### config.mk
export PLATFORM = sky130hd
export DESIGN_NAME = k007232_rom_fetch_arbiter
export DESIGN_NICKNAME = d
export VERILOG_FILES = /design/src/rtl/k007232_pkg.sv /design/src/rtl/k007232_fetch_slot.sv /design/src/rtl/k007232_rom_fetch_arbiter.sv
export SDC_FILE = /design/constraint.sdc
export NUM_CORES = 1
export LEC_CHECK = 0
export CORE_UTILIZATION = 48
export DETAILED_ROUTE_END_ITERATION = 8
export GPL_ROUTABILITY_DRIVEN = 1
export PLACE_DENSITY_LB_ADDON = 0.12
export SYNTH_ARGS = -nofsm -noshare
export SYNTH_HDL_FRONTEND = slang
export SYNTH_HIERARCHICAL = 1
export SYNTH_SLANG_ARGS = --single-unit
### constraint.sdc
create_clock -name mclk -period 2 [get_ports mclk]
set_input_delay 0.4 -clock mclk [delete_from_list [all_inputs] [get_ports mclk]]
set_output_delay 0.4 -clock mclk [all_outputs]
set_load 0.1 [all_outputs]
### src/rtl/k007232_pkg.sv
// Shared definitions for the 007232 sample-ROM fetch path.
// Channel encodings, sample-address width and the fetch FSM state type.
package k007232_pkg;
  localparam int   SA_W = 17;
  localparam logic CH_A = 1'b0;
  localparam logic CH_B = 1'b1;

  typedef enum logic {IDLE, WAIT} fetch_state_t;
endpackage

### src/rtl/k007232_fetch_slot.sv
// One per-channel cache slot: wanted address, fetched tag/data and a pending flag.
// Pending is raised only once the chip has presented an address since reset.
module k007232_fetch_slot
  import k007232_pkg::*;
(
  input  logic            mclk,
  input  logic            i_RST,
  input  logic            cap_en,
  input  logic [SA_W-1:0] cap_addr,
  input  logic            wr_en,
  input  logic [SA_W-1:0] wr_tag,
  input  logic [7:0]      wr_data,
  output logic [SA_W-1:0] want,
  output logic [7:0]      data,
  output logic            pending
);
  logic [SA_W-1:0] want_reg;
  logic [SA_W-1:0] tag_reg;
  logic [7:0]      data_reg;
  logic            valid_reg;
  logic            armed_reg;

  always_ff @(posedge mclk) begin
    if (i_RST) begin
      want_reg  <= '0;
      tag_reg   <= '0;
      data_reg  <= 8'h00;
      valid_reg <= 1'b0;
      armed_reg <= 1'b0;
    end else begin
      if (cap_en) begin
        want_reg  <= cap_addr;
        armed_reg <= 1'b1;
      end
      if (wr_en) begin
        tag_reg   <= wr_tag;
        data_reg  <= wr_data;
        valid_reg <= 1'b1;
      end
    end
  end

  // A fetch that returns for an address the chip has since left still lands,
  // and the mismatch keeps the slot pending so it is refetched.
  assign pending = armed_reg && (!valid_reg || (want_reg != tag_reg));
  assign want    = want_reg;
  assign data    = data_reg;
endmodule

### src/rtl/k007232_rom_fetch_arbiter.sv
// Shares one req/ack byte memory port between the two 007232 PCM channels:
// round-robin refill of per-channel slots, phase-muxed data out, late-phase flags.
module k007232_rom_fetch_arbiter
  import k007232_pkg::*;
#(
  parameter int                ROM_AW   = 25,
  parameter logic [ROM_AW-1:0] ROM_BASE = '0
) (
  input  logic              mclk,
  input  logic              i_RST,
  input  logic              i_PCEN,
  input  logic [SA_W-1:0]   i_SA,
  input  logic              i_CH_SEL,
  output logic [7:0]        o_RAM,
  output logic              o_MEM_REQ,
  output logic [ROM_AW-1:0] o_MEM_ADDR,
  input  logic              i_MEM_ACK,
  input  logic [7:0]        i_MEM_DATA,
  output logic [1:0]        o_LATE
);
  logic [1:0]      cap_en;
  logic [1:0]      wr_en;
  logic [1:0]      pending;
  logic [1:0]      late_next;
  logic [SA_W-1:0] want [2];
  logic [7:0]      data [2];

  fetch_state_t      state_reg, state_next;
  logic              req_reg, req_next;
  logic [ROM_AW-1:0] addr_reg, addr_next;
  logic [SA_W-1:0]   tag_reg, tag_next;
  logic              ch_reg, ch_next;
  logic              prio_reg, prio_next;
  logic              sel_prev_reg;
  logic [1:0]        late_reg;
  logic              pick_ch;

  generate
    for (genvar gi = 0; gi < 2; gi++) begin : g_slot
      assign cap_en[gi]    = i_PCEN && (i_CH_SEL == 1'(gi));
      assign wr_en[gi]     = (state_reg == WAIT) && i_MEM_ACK && (ch_reg == 1'(gi));
      // Phase for this channel is ending while its slot is still stale.
      assign late_next[gi] = i_PCEN && (sel_prev_reg == 1'(gi)) &&
                             (i_CH_SEL != 1'(gi)) && pending[gi];

      k007232_fetch_slot u_slot (
        .mclk    (mclk),
        .i_RST   (i_RST),
        .cap_en  (cap_en[gi]),
        .cap_addr(i_SA),
        .wr_en   (wr_en[gi]),
        .wr_tag  (tag_reg),
        .wr_data (i_MEM_DATA),
        .want    (want[gi]),
        .data    (data[gi]),
        .pending (pending[gi])
      );
    end
  endgenerate

  always_ff @(posedge mclk) begin
    if (i_RST) begin
      state_reg    <= IDLE;
      req_reg      <= 1'b0;
      addr_reg     <= '0;
      tag_reg      <= '0;
      ch_reg       <= CH_A;
      prio_reg     <= CH_A;
      sel_prev_reg <= CH_A;
      late_reg     <= 2'b00;
    end else begin
      state_reg <= state_next;
      req_reg   <= req_next;
      addr_reg  <= addr_next;
      tag_reg   <= tag_next;
      ch_reg    <= ch_next;
      prio_reg  <= prio_next;
      late_reg  <= late_next;
      if (i_PCEN) sel_prev_reg <= i_CH_SEL;
    end
  end

  always_comb begin
    state_next = state_reg;
    req_next   = req_reg;
    addr_next  = addr_reg;
    tag_next   = tag_reg;
    ch_next    = ch_reg;
    prio_next  = prio_reg;
    pick_ch    = CH_A;
    case (state_reg)
      IDLE: begin
        if (|pending) begin
          // prio_reg holds the channel not served last
          pick_ch    = (&pending) ? prio_reg : (pending[CH_B] ? CH_B : CH_A);
          ch_next    = pick_ch;
          tag_next   = want[pick_ch];
          addr_next  = ROM_BASE + ROM_AW'(want[pick_ch]);
          req_next   = 1'b1;
          state_next = WAIT;
        end
      end
      WAIT: begin
        if (i_MEM_ACK) begin
          req_next   = 1'b0;
          prio_next  = ~ch_reg;
          state_next = IDLE;
        end
      end
      default: state_next = IDLE;
    endcase
  end

  assign o_RAM      = i_CH_SEL ? data[CH_B] : data[CH_A];
  assign o_MEM_REQ  = req_reg;
  assign o_MEM_ADDR = addr_reg;
  assign o_LATE     = late_reg;
endmodule

; ---- Yosys cells after proc, flatten, opt, wreduce, memory -nomap -nowiden
; Cells that the tools add are included.
[word_totals]
reg_bits = 112
inputBits = 30
out_inout_bits = 36
elab_cells = 61
[classes]
order_cmp = 1
eq_ne = 4
n_mux = 12
bitwise = 5
reduce_logical = 22
[op_table]
columns = op, n
row1 = $mux 17, 3
row2 = $ne 17x17->1, 2
row3 = $logic_and 1x1->1, 13
row4 = $mux 8, 1
row5 = $reduce_and 2->1, 4
row6 = $mux 1, 6
row7 = $ne 2x2->1 const B, 2
row8 = $not 1->1, 4
row9 = $pmux 1 s2, 2
row10 = $ge 2x2->1 const B, 1
row11 = $logic_not 1->1, 2
row12 = $logic_or 1x1->1, 2
row13 = $not 1->2, 1
row14 = $reduce_or 2->1, 1

; ---- Logic depth before layout (Yosys ltp)
; Gate-level depths: netlist of run 1.
[logic_depth]
word_depth = 9
ltp_mapped = 9
depth_no_buf = 7

; ---- Hierarchy
; Netlist of run 1, hierarchy kept.
[by_module_without_submodules]
columns = mod, n_inst, cells_each, area_per_inst_um2, seq_area_each_um2
row1 = k007232_fetch_slot, 2, 166, 1722.9, 880.8
row2 = k007232_rom_fetch_arbiter, 1, 144, 1420.1, 480.5

; ---- Least setup slack after synthesis of run 1
; No wires, ideal clock.
[synth_timing]
path_type = reg-to-reg
start = register g_slot[1].u_slot.tag_reg[7]
end = register req_reg (netlist: o_MEM_REQ)
setup_ns = 0.116
arrival_ns = 1.700
t_required_ns = 1.884
path_slack_ns = 0.184
stages_incl_launch_ff = 9
n_path_buf = 2
period_less_slack_ns = 1.816
cell_sequence = dfxtp_1 xor2_1 nor4_1 nand3_1 o21a_1 o21ba_4 buf_12 clkbuf_8 o21a_1
[synth_between]
elab_chain_cells = 6
[synth_lines]
columns = item, line
row1 = start: declaration, k007232_fetch_slot.sv:18  ; logic [SA_W-1:0] tag_reg;
row2 = start signal: assignment, k007232_fetch_slot.sv:36  ; tag_reg <= wr_tag;
row3 = $ne 17x17->1, k007232_fetch_slot.sv:45  ; assign pending = armed_reg && (!valid_reg || (want_reg != tag_reg));
row4 = $logic_or 1x1->1, k007232_fetch_slot.sv:45
row5 = $logic_and 1x1->1, k007232_fetch_slot.sv:45
row6 = named net pending[1], k007232_rom_fetch_arbiter.sv:23  ; logic [1:0] pending;
row7 = $reduce_or 2->1, k007232_rom_fetch_arbiter.sv:93  ; if (|pending) begin
row8 = $ne 2x2->1 (no source line), --
row9 = $reduce_and 2->1 (no source line), --
row10 = end signal: assignment, k007232_rom_fetch_arbiter.sv:73  ; req_reg <= req_next;
row11 = end: declaration, k007232_rom_fetch_arbiter.sv:29  ; logic req_reg, req_next;
; The timed path passes the listed nets, and every way through them passes these cells.
; A chain may end at the register's enable or synchronous reset.

==> metrics, run 1 <==
status=finished, violations left; failing checks=setup timing; Total GRT Usage=23.1%; Final Cycle Share=104%; skew final=0.00944 ns; Hold Path Class=flop to flop; most frequent cells in the layout=109 x dfxtp_1, 97 x nor2_1, 84 x mux2i_1; die area=approximately 0.011 mm2; IO buf count=57; Most used DFF post-synth=dfxtp_1; largest net degree at the start of global routing=47; utilization after layout=61.7%; Sink Count=between 100 and 150; Clock Path Buffers=2; Gate Count Post-Synth=476; LEAKAGE=~0.0024 uW; hold_ws=around 0.47 ns; EDFF count, synth=0; cell area after synthesis=just under 0.005 mm2; design area=0.00606 mm2; library cells used by synthesis=34; Pwr Density=roughly 810 mW/mm2; register area share after synthesis=between 40 and 50%; Slew HR=63.2%; # fillers=~870; Cell Chain, Critical Path=xor2_1 -> nor4_2 -> buf_4 -> nand3_2 -> o21a_4 -> and2b_4 -> o21ai_0 -> a311oi_2; layout cells sized above 1=24.5%; Hold Buf Count CTS=0; later-pin clock latency in the skew report=roughly 0.37 ns; Via density=between 5 and 6; Ys Warns=6; drt wl/cell=16.8 um; TritonCTS clock tree=yes; R2R Setup Slk=-0.08 ns; first drt pass iteration count=4; Crit path max-delay family=simple AND/OR/NAND/NOR gates; die height=about 100 um; routed wire length=approximately 11000 um; clock root cell=clkbuf_8; DRC Markers=0; initial antenna violation count=0; # IOs=between 60 and 70; final-report hold violation count=0; Area Overhead vs Synth=24.6%; Initial DRC Count=94; fin nets=575; Avg Inst Size Synth=about 10 um2; Setup WS post-layout=-0.0790 ns; DP HPWL=approximately 7700 um; routability cong.=slightly below 0.8; first-pass GRT wire length=roughly 18000 um; RSZ-0062 raised after global routing=true; Crit Path Class=flop to flop; max cap viols=0; vias=around 3.6k; Placed Area=roughly 0.0057 mm2; most common cell after layout, fill and taps aside=dfxtp_1; Max VDD drop=about 470 uV; FP Rows=36; Setup crit end kind=flop; diodes inserted=0; fin crit period=~2.1 ns; slowest CP cell=nor4_2; Crit path required time=about 2.2 ns; H-tree depth=3; fmax=~480 MHz; Clock transition at path regs=0.11 ns; pre-CTS setup slack=-0.276 ns; Final Setup Violations=18; number of global-route vias before repair=approximately 3.5k; total gr overflow=0; crit path buf inv count=1; Crit path arrival time=2.32 ns; Chip Width=around 100 um; CP startpoint kind=flop; Slowest Stage Delay on Critical Path=around 0.36 ns; Initial Util=just under 50%; Critical Path Fanout Max=18; Synth Register Bits=roughly 110; Slew @ Worst Pin=0.552 ns; ys async rst share=0%; Inserted Clock Buffers=9; Core Area=between 0.009 and 0.01 mm2; Routed Antenna Nets=0; Max Slew Vio Count=0
-- synthesized netlist by cell type, types with 3 or more instances --
master	instances	share of area (%)
buf_2	3	0.31
mux2i_1	84	17
nor4_1	8	1.0
a21oi_1	3	0.31
clkbuf_1	8	0.62
dfxtp_1	112	46
mux2_2	8	1.9
o21a_1	3	0.46
o21ai_0	17	1.7
buf_4	21	3.2
a311oi_1	5	0.90
inv_1	3	0.23
buf_12	3	1.2
nor2_2	12	1.5
buf_6	3	0.69
nand3_1	22	2.3
nor2_1	98	7.6
a311oi_2	12	3.7
xor2_1	32	5.8
-- power breakdown --
group	leakage (uW)	switching [uW]	total, uW	internal, uW
sequential	0.000913	108	2440	2330
clock	0.000104	766	1340	570
combinational	0.00141	741	1160	416
-- kinds of logic after synthesis --
| kind of cell | after synthesis | synth area share, % |
|---|---|---|
| AO/OA/AOI/OAI | 43 | 7.84 |
| XOR/XNOR | 34 | 6.12 |
| buffers and inverters | 44 | 6.97 |
| flip-flops | 112 | 46.1 |
| multiplexers | 92 | 19.1 |
| other | 1 | 0.0771 |
| AND/OR/NAND/NOR | 150 | 13.8 |
-- per-stage QoR --
stage | total power (uW) | setup TNS, ns | instances
after floorplan | 3280 | 0 | 483
after global placement | 3590 | -3.18 | 664
after detailed placement | 3600 | -3.71 | 664
after CTS | 4950 | -1.09 | 681
after global routing | 5140 | -2.38 | 683
final | 4930 | -0.658 | 683
-- path summary, 6_finish.rpt --
kind,depth (start not counted),endpoint,from
worst max-delay path,8,tag_reg[6],g_slot[0].u_slot/tag_reg[4]
worst min-delay path,1,o_LATE[0],sel_prev_reg
worst max register to register,8,tag_reg[6],g_slot[0].u_slot/tag_reg[4]
worst min register to register,1,o_LATE[0],sel_prev_reg
-- per-layer routing --
metal	global-route usage (%)	wire (um)
met3	4.95	505
met2	36.5	5390
met5	0	0
met4	6.04	138
met1	32.0	5450
-- worst reg2reg max path, cell delays in order, from the launching register on --
cell      delay [ns]
dfxtp_2         0.34
xor2_1          0.16
nor4_2          0.36
buf_4           0.18
nand3_2         0.07
o21a_4          0.24
and2b_4         0.25
o21ai_0         0.22
a311oi_2        0.13
-- cell type report --
| class | instances | area [um2] | area share, % |
|---|---|---|---|
| Multi-Input combinational cell | 327 | 2400 | 39.6 |
| Sequential cell | 112 | 2250 | 37.0 |
| Timing Repair Buffer | 92 | 1040 | 17.1 |
| Tap cell | 133 | 166 | 2.75 |
| Clock buffer | 12 | 165 | 2.72 |
| Clock inverter | 4 | 35.0 | 0.578 |
| Inverter | 3 | 11.3 | 0.186 |
-- what timing repair did --
item / CTS / global route
buffers inserted: 0 / 1
cloned: 1 / 1
endpoints found under the hold margin: 0 / 0
endpoints found under the setup margin: 28 / 27
gates resized for setup: 18 / 18
pin swaps: 3 / 3
Note: power is estimated with default switching activity, not from simulation.
==> run 2: changes to the inputs <==
--- a/config.mk
+++ b/config.mk
@@ -5,9 +5,11 @@
 export SDC_FILE = /design/constraint.sdc
 export NUM_CORES = 1
 export LEC_CHECK = 0
-export CORE_UTILIZATION = 48
+export CORE_UTILIZATION = 50
+export CTS_CLUSTER_DIAMETER = 40
 export DETAILED_ROUTE_END_ITERATION = 8
 export GPL_ROUTABILITY_DRIVEN = 1
+export GPL_TIMING_DRIVEN = 0
 export PLACE_DENSITY_LB_ADDON = 0.12
 export SYNTH_ARGS = -nofsm -noshare
 export SYNTH_HDL_FRONTEND = slang
==> metrics, run 2 (synthesis gave the netlist of run 1 again) <==
diodes inserted=0 (unchanged); Core Area=0.00933 mm2 (was 0.00982 mm2); FP Rows=35 (was 36); Setup WS post-layout=-0.157 ns (was -0.0790 ns); drt wl/cell=19.3 um (was 16.8 um); slowest CP cell=dfxtp_2 (was nor4_2); Final Setup Violations=19 (was 18); R2R Path End=tag_reg[14] (was tag_reg[6]); Crit path required time=2.29 ns (was 2.24 ns); Crit path arrival time=2.45 ns (was 2.32 ns); Cell Chain, Critical Path=xor2_1 -> nor4_2 -> nand3_1 -> o21a_2 -> o21ba_4 -> clkbuf_16 -> a311oi_2 (was xor2_1 -> nor4_2 -> buf_4 -> nand3_2 -> o21a_4 -> and2b_4 -> o21ai_0 -> a311oi_2); Crit Path Class=flop to flop (unchanged); CP startpoint kind=flop (unchanged); Slew HR=36.3% (was 63.2%); max cap viols=0 (unchanged); top routing layer in use=met4 (unchanged); Total GRT Usage=27.6% (was 23.1%); total gr overflow=0 (unchanged); Initial DRC Count=262 (was 94); R2R Path Start=g_slot[1].u_slot/want[5] (was g_slot[0].u_slot/tag_reg[4]); TritonCTS clock tree=yes (unchanged); Pwr Density=820 mW/mm2 (was 814 mW/mm2); RSZ-0062 raised after global routing=true (unchanged); later-pin clock latency in the skew report=0.38 ns (was 0.37 ns); pre-CTS setup slack=-0.532 ns (was -0.276 ns); DP HPWL=8640 um (was 7720 um); IO buf count=56 (was 57); first-pass GRT wire length=20400 um (was 18200 um); utilization after layout=66.9% (was 61.7%); Max VDD drop=475 uV (about the same); LEAKAGE=0.00245 uW (was 0.00242 uW); fmax=464 MHz (was 481 MHz); Chip Width=101 um (was 103 um); Slew @ Worst Pin=0.959 ns (was 0.552 ns); Via density=5.47 (was 5.29); Critical Path Stages=7 (was 8); routability cong.=0.812 (was 0.777); initial antenna violation count=0 (unchanged); total power draw=5120 uW (was 4930 uW); Critical Path Fanout Max=7 (was 18); crit path buf inv count=1 (unchanged); Hold Path Class=input port to flop (was flop to flop); Hold Buf Count CTS=0 (unchanged); Clock transition at path regs=0.10 ns (was 0.11 ns); vias=3822 (was 3615); metal3 WL=739 um (was 505 um); R2R cell count=7 (was 8); final-report hold violation count=0 (unchanged); number of global-route vias before repair=3794 (was 3486); WL met1=6040 um (was 5450 um); Routed Antenna Nets=0 (unchanged); Min-Delay Path Depth=3 (was 1); fin crit period=2.16 ns (was 2.08 ns); die height=101 um (was 103 um); Initial Util=52.2% (was 49.6%); DRC Markers=0 (unchanged); met2 WL=6480 um (was 5390 um); Worst Setup SP=g_slot[1].u_slot/want[5] (was g_slot[0].u_slot/tag_reg[4]); routed wire length=13500 um (was 11500 um); layout cells sized above 1=28.2% (was 24.5%); H-tree depth=3 (unchanged); failing checks=setup timing (unchanged); Clock Path Buffers=2 (unchanged); clock root cell=clkbuf_8 (unchanged); Crit path max-delay family=compound AO/OA/AOI/OAI gates (was simple AND/OR/NAND/NOR gates); hold wc startpoint=i_CH_SEL (was sel_prev_reg); Area Overhead vs Synth=28.2% (was 24.6%); R2R Setup Slk=-0.16 ns (was -0.08 ns); Sink Count=112 (unchanged); # IOs=66 (unchanged); Max Slew Vio Count=0 (unchanged); Setup crit end kind=flop (unchanged); status=finished, violations left (unchanged); WHS Endpoint=o_LATE[0] (unchanged); most common cell after layout, fill and taps aside=dfxtp_1 (unchanged); Slowest Stage Delay on Critical Path=0.36 ns (about the same); first drt pass iteration count=5 (was 4); Final Cycle Share=108% (was 104%); most frequent cells in the layout=104 x dfxtp_1, 98 x nor2_1, 84 x mux2i_1 (was 109 x dfxtp_1, 97 x nor2_1, 84 x mux2i_1); skew final=0.00977 ns (was 0.00944 ns); fin nets=595 (was 575); largest net degree at the start of global routing=18 (was 47); die area=0.0101 mm2 (was 0.0105 mm2); Inserted Clock Buffers=9 (unchanged)
-- run 2: cell types whose count changed in the layout (fill, tap and decap cells not counted), sizes merged, moves of 2 or more --
cell,delta
clkdlybuf4s15,+27
buf,-20
clkbuf,+11
inv,-2
-- run 2: worst max path at each step --
stage,end,slack [ns]
2_1_floorplan,o_MEM_REQ,0.18
4_1_cts,tag_reg[14],-0.18
6_report,tag_reg[14],-0.16
5_1_grt,tag_reg[16],-0.20
3_5_place_dp,tag_reg[14],-0.53
3_3_place_gp,tag_reg[13],-0.45
-- run 2: area by class of cell --
type | count | area (um2)
clock buffer | 12 | 165
buffer | 40 | 352
timing repair buffer | 72 | 779
clock inverter | 4 | 51.3
tap | 129 | 161
multi-input combinational | 327 | 2460
inverter | 3 | 13.8
fill | 772 | 3090
sequential | 112 | 2250
-- run 2: report_power, final --
part	switching [uW]	leakage, uW	internal, uW
clock network	761	0.000109	683
logic	800	0.00142	435
registers	105	0.000915	2330
-- run 2: layer usage --
metal | GRT usage (%) | vias to the layer above
met3 | 5.13 | 21
met1 | 35.2 | 1874
li1 | - | 1798
met5 | 0 | -
met2 | 46.3 | 129
met4 | 10.4 | 0
-- run 2: metrics by stage --
stage | setup TNS [ns] | hold WS (ns) | area [um2] | cells
after floorplan | 0 | 0.421 | 4890 | 483
after global placement | -16.28 | 0.444 | 5610 | 668
after detailed placement | -18.74 | 0.451 | 5610 | 668
after CTS | -2.23 | 0.435 | 6140 | 694
after global routing | -3.34 | 0.482 | 6240 | 699
final | -1.99 | 0.439 | 6240 | 699
-- run 2: timing repair --
action,in CTS,in global routing
gates resized for setup,130,21
gates cloned,3,0
pin swaps,17,13
setup endpoints to repair,48,22
setup buffers,8,5
-- run 2: worst reg2reg max path, delay by kind of cell, from the launching register on --
family / cells / cell delay (ns)
DFF: 1 / 0.36
and+or+nand+nor: 2 / 0.50
xor gates and xnor gates: 1 / 0.16
buffers and inverters: 1 / 0.19
AOI/OAI and AO/OA: 3 / 0.86
==> run 3: changes to the inputs <==
--- a/config.mk
+++ b/config.mk
@@ -5,6 +5,7 @@
 export SDC_FILE = /design/constraint.sdc
 export NUM_CORES = 1
 export LEC_CHECK = 0
+export CORE_MARGIN = 2
 export CORE_UTILIZATION = 50
 export CTS_CLUSTER_DIAMETER = 40
 export DETAILED_ROUTE_END_ITERATION = 8
==> metrics, run 3 (synthesis gave the netlist of run 1 again) <==
status=finished, violations left (unchanged); failing checks=setup timing (unchanged); die area=0.0105 mm2 (was 0.0101 mm2); Hold Path Class=input port to flop (unchanged); Inserted Clock Buffers=9 (unchanged); Via density=5.30 (was 5.47); Slew @ Worst Pin=0.955 ns (was 0.959 ns); Sink Count=112 (unchanged); FP Rows=36 (was 35); Crit path required time=2.30 ns (was 2.29 ns); Chip Width=103 um (was 101 um); Cell Chain, Critical Path=xor2_1 -> nor4_2 -> nand3_1 -> o21a_4 -> o21ba_4 -> clkbuf_16 -> a311oi_2 (was xor2_1 -> nor4_2 -> nand3_1 -> o21a_2 -> o21ba_4 -> clkbuf_16 -> a311oi_2); Clock transition at path regs=0.11 ns (was 0.10 ns); layout cells sized above 1=27.8% (was 28.2%); Hold Buf Count CTS=0 (unchanged); TritonCTS clock tree=yes (unchanged); Final Cycle Share=105% (was 108%); Routed Antenna Nets=0 (unchanged); pre-CTS setup slack=-0.563 ns (was -0.532 ns); slowest CP cell=dfxtp_1 (was dfxtp_2); most common cell after layout, fill and taps aside=dfxtp_1 (unchanged); diodes inserted=0 (unchanged); die height=103 um (was 101 um); vias=3714 (was 3822); GRT met1 Usage=34.1% (was 35.2%); DP HPWL=8460 um (was 8640 um); final cell count without fillers=701 (was 699); Core Area=0.00959 mm2 (was 0.00933 mm2); fmax=476 MHz (was 464 MHz); number of global-route vias before repair=3682 (was 3794); Area Overhead vs Synth=27.6% (was 28.2%); most frequent cells in the layout=107 x dfxtp_1, 94 x nor2_1, 84 x mux2i_1 (was 104 x dfxtp_1, 98 x nor2_1, 84 x mux2i_1); Initial DRC Count=237 (was 262); Total GRT Usage=25.2% (was 27.6%); setup TNS=-1.23 ns (was -1.99 ns); first-pass GRT wire length=19800 um (was 20400 um); fin crit period=2.10 ns (was 2.16 ns); total gr overflow=0 (unchanged); Slew HR=36.6% (was 36.3%); H-tree depth=3 (unchanged); M2 GR Usage=41.2% (was 46.3%); final-report hold violation count=0 (unchanged); skew final=0.0151 ns (was 0.00977 ns); Pwr Density=802 mW/mm2 (was 820 mW/mm2); CP startpoint kind=flop (unchanged); max cap viols=0 (unchanged); Critical Path Fanout Max=7 (unchanged); routed wire length=12600 um (was 13500 um); DRC Markers=0 (unchanged); largest net degree at the start of global routing=20 (was 18); Max Slew Vio Count=0 (unchanged); drt wl/cell=18.0 um (was 19.3 um); hold_ws=0.431 ns (was 0.439 ns); Initial Util=50.7% (was 52.2%); Setup crit end kind=flop (unchanged); Clock Path Buffers=2 (unchanged); met3 Use GR=4.61% (was 5.13%); Final Setup Violations=18 (was 19); Setup WS post-layout=-0.0994 ns (was -0.157 ns); initial antenna violation count=0 (unchanged); Crit Path Class=flop to flop (unchanged); later-pin clock latency in the skew report=0.38 ns (about the same); routability cong.=0.843 (was 0.812); # fillers=772 (unchanged); GR peak layer=met2 (unchanged); LEAKAGE=0.00242 uW (was 0.00245 uW); Slowest Stage Delay on Critical Path=0.36 ns (about the same); # IOs=66 (unchanged); Max VDD drop=657 uV (was 475 uV); first drt pass iteration count=4 (was 5); RSZ-0062 raised after global routing=true (unchanged); dpl cells=672 (was 668); clock root cell=clkbuf_8 (unchanged); fin nets=593 (was 595); Crit path arrival time=2.40 ns (was 2.45 ns); IO buf count=56 (unchanged)
run 3: cell types whose count changed in the layout (fill, tap and decap cells not counted), sizes merged:
cell	before	now
clkinvlp	1	2
clkdlybuf4s15	27	28
inv	3	5
clkbuf	23	20
bufinv	1	0
dlygate4sd2	1	0
buf	44	43
run 3: where the power goes:
part,internal [uW],switching (uW),total (uW)
logic,437,779,1220
clock network,506,822,1330
registers,2330,106,2440
run 3: per-layer routing:
layer  vias to the layer above  share of wire, %
met4                         0               1.8
met1                      1795                46
li1                       1793                 -
met3                        19               5.3
met2                       107                46
met5                         -                 0
run 3: final timing paths:
check,from,endpoint,slack [ns],cells after the start
setup / recovery,g_slot[1].u_slot/want[14],tag_reg[14],-0.1,7
hold / removal,i_CH_SEL,o_LATE[0],0.43,3
setup reg to reg,g_slot[1].u_slot/want[14],tag_reg[14],-0.1,7
hold reg to reg,sel_prev_reg,o_LATE[0],0.47,1
run 3: repair_timing:
item / CTS / global route
cloned: 4 / 0
buffers inserted: 7 / 3
resized for setup: 123 / 28
setup endpoints to repair: 48 / 22
pin swaps: 13 / 10
run 3: worst max-delay path: cells and delay by family, from the launching register on:
kind                   cells  cell delay, ns
flip-flops                 1            0.36
buffers and inverters      1            0.19
AO/OA/AOI/OAI              3            0.81
AND/OR/NAND/NOR            2            0.46
XOR/XNOR                   1            0.19
run 3: final cells by class:
cell class / count / area [um2] / share of cell area, %
plain buffers: 40 / 355 / 5.72
inverters: 3 / 13.8 / 0.222
clock inverters: 6 / 52.6 / 0.846
clock buffers: 10 / 138 / 2.22
well taps: 133 / 166 / 2.68
multi-input cells: 327 / 2460 / 39.7
repair buffers: 70 / 773 / 12.5
flip-flops and latches: 112 / 2250 / 36.2
run 3: stage by stage:
stage / power (uW) / utilization (%) / area [um2]
6_report: 4980 / 64.7 / 6210
5_1_grt: 5140 / 64.7 / 6210
4_1_cts: 4960 / 63.7 / 6110
3_5_place_dp: 3580 / 58.6 / 5620
3_3_place_gp: 3560 / 58.6 / 5620
2_1_floorplan: 3280 / - / 4890
